[src/rtl/alu_share_arbiter.sv]
// Round-robin sharing of one combinational ALU between two requesters.
// Operands are registered onto the ALU, the result is captured and returned
// to the owner over a valid/ready handshake.

module alu_share_arbiter_chk (
    input logic Clk,
    input logic Reset,
    input logic Req0Ready,
    input logic Req1Ready,
    input logic Busy
);

    a_ready_onehot: assert property (@(posedge Clk) disable iff (Reset)
        !(Req0Ready && Req1Ready))
        else $error("both requesters ready in the same cycle");

    a_ready_idle_only: assert property (@(posedge Clk) disable iff (Reset)
        (Req0Ready || Req1Ready) |-> !Busy)
        else $error("ready asserted while busy");

endmodule

module alu_share_arbiter #(
    parameter int DATA_W = 32,
    parameter int CTL_W  = 6
) (
    input  logic              Clk,
    input  logic              Reset,
    input  logic              Req0Valid,
    output logic              Req0Ready,
    input  logic [CTL_W-1:0]  Req0Ctl,
    input  logic [DATA_W-1:0] Req0A,
    input  logic [DATA_W-1:0] Req0B,
    input  logic              Req1Valid,
    output logic              Req1Ready,
    input  logic [CTL_W-1:0]  Req1Ctl,
    input  logic [DATA_W-1:0] Req1A,
    input  logic [DATA_W-1:0] Req1B,
    output logic [CTL_W-1:0]  AluCtl,
    output logic [DATA_W-1:0] AluA,
    output logic [DATA_W-1:0] AluB,
    input  logic [DATA_W-1:0] AluResult,
    input  logic              AluZero,
    output logic              Rsp0Valid,
    input  logic              Rsp0Ready,
    output logic [DATA_W-1:0] Rsp0Result,
    output logic              Rsp0Zero,
    output logic              Rsp1Valid,
    input  logic              Rsp1Ready,
    output logic [DATA_W-1:0] Rsp1Result,
    output logic              Rsp1Zero,
    output logic              Busy
);

    typedef enum logic [1:0] {
        IDLE = 2'd0,
        EXEC = 2'd1,
        RESP = 2'd2
    } state_t;

    state_t              state_r;
    logic                owner_r;
    logic                last_grant_r;
    logic [CTL_W-1:0]    alu_ctl_r;
    logic [DATA_W-1:0]   alu_a_r;
    logic [DATA_W-1:0]   alu_b_r;
    logic                rsp0_valid_r;
    logic [DATA_W-1:0]   rsp0_result_r;
    logic                rsp0_zero_r;
    logic                rsp1_valid_r;
    logic [DATA_W-1:0]   rsp1_result_r;
    logic                rsp1_zero_r;
    logic                busy_r;

    logic                grant_vld_s;
    logic                grant_s;
    logic                accept_s;
    logic                owner_ready_s;

    // Round-robin grant: on contention the requester that did not win last time goes next
    always_comb begin
        grant_vld_s = 1'b0;
        grant_s     = 1'b0;
        if (Req0Valid && Req1Valid) begin
            grant_vld_s = 1'b1;
            grant_s     = ~last_grant_r;
        end else if (Req0Valid) begin
            grant_vld_s = 1'b1;
            grant_s     = 1'b0;
        end else if (Req1Valid) begin
            grant_vld_s = 1'b1;
            grant_s     = 1'b1;
        end else begin
            grant_vld_s = 1'b0;
            grant_s     = 1'b0;
        end
    end

    // Acceptance and the owner's response-consume strobe
    always_comb begin
        accept_s      = (state_r == IDLE) && grant_vld_s;
        owner_ready_s = 1'b0;
        if (owner_r) begin
            owner_ready_s = Rsp1Ready;
        end else begin
            owner_ready_s = Rsp0Ready;
        end
    end

    assign Req0Ready = accept_s && (grant_s == 1'b0);
    assign Req1Ready = accept_s && (grant_s == 1'b1);

    // Arbitration FSM: operand load, result capture and response handshake
    always_ff @(posedge Clk) begin
        if (Reset) begin
            state_r       <= IDLE;
            owner_r       <= 1'b0;
            last_grant_r  <= 1'b1;
            alu_ctl_r     <= {CTL_W{1'b0}};
            alu_a_r       <= {DATA_W{1'b0}};
            alu_b_r       <= {DATA_W{1'b0}};
            rsp0_valid_r  <= 1'b0;
            rsp0_result_r <= {DATA_W{1'b0}};
            rsp0_zero_r   <= 1'b0;
            rsp1_valid_r  <= 1'b0;
            rsp1_result_r <= {DATA_W{1'b0}};
            rsp1_zero_r   <= 1'b0;
            busy_r        <= 1'b0;
        end else begin
            case (state_r)
                IDLE: begin
                    if (accept_s) begin
                        if (grant_s) begin
                            alu_ctl_r <= Req1Ctl;
                            alu_a_r   <= Req1A;
                            alu_b_r   <= Req1B;
                        end else begin
                            alu_ctl_r <= Req0Ctl;
                            alu_a_r   <= Req0A;
                            alu_b_r   <= Req0B;
                        end
                        owner_r      <= grant_s;
                        last_grant_r <= grant_s;
                        state_r      <= EXEC;
                        busy_r       <= 1'b1;
                    end else begin
                        state_r <= IDLE;
                        busy_r  <= 1'b0;
                    end
                end
                // The ALU has had a full cycle to settle on the registered operands
                EXEC: begin
                    if (owner_r) begin
                        rsp1_result_r <= AluResult;
                        rsp1_zero_r   <= AluZero;
                        rsp1_valid_r  <= 1'b1;
                    end else begin
                        rsp0_result_r <= AluResult;
                        rsp0_zero_r   <= AluZero;
                        rsp0_valid_r  <= 1'b1;
                    end
                    state_r <= RESP;
                    busy_r  <= 1'b1;
                end
                RESP: begin
                    if (owner_ready_s) begin
                        rsp0_valid_r <= 1'b0;
                        rsp1_valid_r <= 1'b0;
                        state_r      <= IDLE;
                        busy_r       <= 1'b0;
                    end else begin
                        state_r <= RESP;
                        busy_r  <= 1'b1;
                    end
                end
                default: begin
                    rsp0_valid_r <= 1'b0;
                    rsp1_valid_r <= 1'b0;
                    state_r      <= IDLE;
                    busy_r       <= 1'b0;
                end
            endcase
        end
    end

    assign AluCtl     = alu_ctl_r;
    assign AluA       = alu_a_r;
    assign AluB       = alu_b_r;
    assign Rsp0Valid  = rsp0_valid_r;
    assign Rsp0Result = rsp0_result_r;
    assign Rsp0Zero   = rsp0_zero_r;
    assign Rsp1Valid  = rsp1_valid_r;
    assign Rsp1Result = rsp1_result_r;
    assign Rsp1Zero   = rsp1_zero_r;
    assign Busy       = busy_r;

    alu_share_arbiter_chk u_chk (
        .Clk       (Clk),
        .Reset     (Reset),
        .Req0Ready (Req0Ready),
        .Req1Ready (Req1Ready),
        .Busy      (Busy)
    );

endmodule

[config.mk]
export PLATFORM = sky130hd
export DESIGN_NAME = alu_share_arbiter
export DESIGN_NICKNAME = d
export VERILOG_FILES = /design/src/rtl/alu_share_arbiter.sv
export SDC_FILE = /design/constraint.sdc
export NUM_CORES = 1
export LEC_CHECK = 0
export CORE_UTILIZATION = 35
export CTS_BUF_LIST = sky130_fd_sc_hd__clkbuf_4 sky130_fd_sc_hd__clkbuf_8 sky130_fd_sc_hd__clkbuf_16
export DETAILED_ROUTE_END_ITERATION = 7
export DONT_BUFFER_PORTS = 1
export PLACE_DENSITY = 0.56
export SLEW_MARGIN = 10
export SYNTH_ARGS = -nofsm -noshare
export SYNTH_HDL_FRONTEND = slang
export SYNTH_SLANG_ARGS = --single-unit
[constraint.sdc]
create_clock -name Clk -period 2.1 [get_ports Clk]
set_input_delay 0.315 -clock Clk [delete_from_list [all_inputs] [get_ports Clk]]
set_output_delay 0.315 -clock Clk [all_outputs]
set_load 0.03 [all_outputs]
==> reports/qor.yml <==
status:
  outcome: "complete, no violations"
clocking:
  cts_tree: "done"
  clk_latency_ns: 0.42
  cts.sinks: 143
  cts_setup_buffers: 0
  clk_pin_slew_ns: 0.06
  htree_num_levels: 4
  clockRootBuffer: "clkbuf_16"
  cts_inserted_buffers: 17
  clk_path_buf_depth: 2
placed_design:
  placed_area_mm2: 0.005923
  port_buffers: 0
  hpwl_um: 12210
  gp_congestion: 0.7813
yosys:
  synth_area_mm2: 0.005822
  yosys_warnings: 0
  yosysSeqAreaShare_pct: 49.17
  yosys.area.top_type_share_pct: 49.17
  syn-num-nets: 913
  synth_cell_type_count: 25
  syn_inst: 734
  synth_seq_cells: 143
  yosys.area.top_type: "dfxtp_1"
  synth_area_leaders: "dfxtp_1 (49%), nand2_1 (8.6%), a31oi_1 (7.6%)"
  syn_avg_cell_area_um2: 7.932
sta:
  finalSetupTns_ns: 0
  rsz0062_at_grt: "false"
  hold_violations: 0
  drv_slew: 0
  holdWs_ns: 0.03545
  fin_crit_ns: 2.011
  finalClockSkew_ns: 0.009318
  tightest_slew_ns: 0.4651
  setup_violations: 0
  slew_headroom_pct: 68.92
  max_freq_mhz: 497.4
  finalCritPeriodShare_pct: 95.74
detailed_routing:
  drt-total-wl_um: 19450
  drt_iter0_drc: 357
  ant_nets: 0
  routedWlPerCell_um: 20.24
  drc_errors: 0
  post_drt_via_cell_ratio: 5.958
  dr.pass1.iters: 7
  vias: 5726
grt:
  grt.total_usage_pct: 21.30
  antenna_found_initial: 0
  grt_pass1_wl_um: 27460
  grt_pass1_vias: 5340
  overflow: 0
  grt_start_max_net_pins: 94
cells_and_area:
  nNetsFinal: 913
  final_area_mm2: 0.007010
  layout_commonest_cell: "dfxtp_1"
  layout-drive-gt1-share_pct: 7.383
  mostFrequentLayoutCells: "dfxtp_1 (141), nand2_1 (132), o21ai_0 (72)"
  area_growth_pct: 20.42
  diodes: 0
hold_path:
  hold_class: "input port to register"
  min_path_cells: 2
flow_run:
  max-cap-violations: 0
critical_path:
  cp_slowest_cell: "dlygate4sd3_1"
  setup.worst_path.end_class: "register"
  worstSetupPathType: "register to register"
  required_ns: 2.40
  crit_chain: "or2_2 -> buf_12 -> o21ai_0 -> a31oi_1 -> dlygate4sd3_1"
  path_max_fanout: 54
  critPathMaxStageDelay_ns: 0.56
  critPathArrivalTime_ns: 2.31
  critPathLaunchType: "register"
  ff2ff_path_depth: 5
pwr:
  peakVddDrop_v: 0.0005827
  p_leak_nw: 2.381
  power.density_mw_per_mm2: 1025
  total_power_mw: 7.189
floorplanning:
  die_h_um: 131.0
  rows: 46
  num_io_pins: 320
  fp.dieW_um: 131.0
  dieArea_mm2: 0.01715
  fp.coreArea_mm2: 0.01606
  initial_core_util_pct: 36.26
## metrics by stage
step	setup WS [ns]	util (%)	cells
6_report	0.08942	43.66	961
5_1_grt	0.02006	43.66	961
4_1_cts	0.04334	43.64	961
3_5_place_dp	0.4611	36.89	880
3_3_place_gp	0.5384	36.89	880
2_1_floorplan	0.5100	-	734
## layer usage
metal / track usage (%) / wire, µm
met1: 21.09 / 6697
met2: 38.34 / 9852
met3: 8.021 / 2275
met4: 11.83 / 627
met5: 0 / 0
## cells in the mapped netlist
library cell	count
a211oi_1	2
clkbuf_1	50
or2_1	1
a31oi_1	71
and3b_1	1
nand4_1	70
nor3b_2	2
inv_1	1
a211o_1	1
buf_2	25
mux2i_1	1
dfxtp_1	143
nor2_2	1
and3_1	1
nor2_1	4
nand3_1	71
nand3b_1	2
nand2_1	133
o21ai_0	72
a21oi_1	68
or3b_1	1
nand2b_1	3
buf_4	2
buf_6	1
clkbuf_2	7
## sequential cells by signal, indices dropped and copies added (netlist names), 2 cells and up
name	count
AluB	32
state_r	2
AluCtl	6
AluA	32
Rsp1Result	32
Rsp0Result	32
## worst max-delay path, delay by kind of cell, from the launching register on
kind                   cells  cell delay (ns)
AND/OR/NAND/NOR            1             0.36
flip-flops                 1             0.40
AO/OA/AOI/OAI              2             0.34
buffers and inverters      2             0.74
## worst paths after layout
| check | start | endpoint | slack [ns] |
|---|---|---|---|
| worst max-delay path | state_r[1] | AluB[17] | 0.09 |
| worst min-delay path | AluResult[26] | Rsp0Result[26] | 0.04 |
| worst max register to register | state_r[1] | AluB[17] | 0.09 |
| worst min register to register | last_grant_r | last_grant_r | 0.51 |
## logic make-up after synthesis
group / share of synthesized area [%]
AO/OA/AOI/OAI: 20.07
buffers and inverters: 6.490
flip-flops: 49.17
multiplexers: 0.1719
AND/OR/NAND/NOR: 24.09
## power by group
group	internal, mW	total, mW	switching, mW
Clock	1.70	2.84	1.14
Sequential	2.92	3.45	0.537
Combinational	0.365	0.892	0.526
## repair_timing
item | in CTS | in global routing
setup endpoints to repair | 0 | 46
resized for setup | 0 | 2
hold buffers | 51 | 0
hold endpoints to repair | 143 | 0
## final cells by class
class                      count  area (µm²)
multi-input combinational    505        2611
inverter                       1       3.754
clock inverter                 9       88.84
sequential                   143        2865
clock buffer                  21       467.9
fill                        1554        9047
tap                          216       270.3
timing repair buffer          66       703.2
Power figures use the tool's default switching activity.
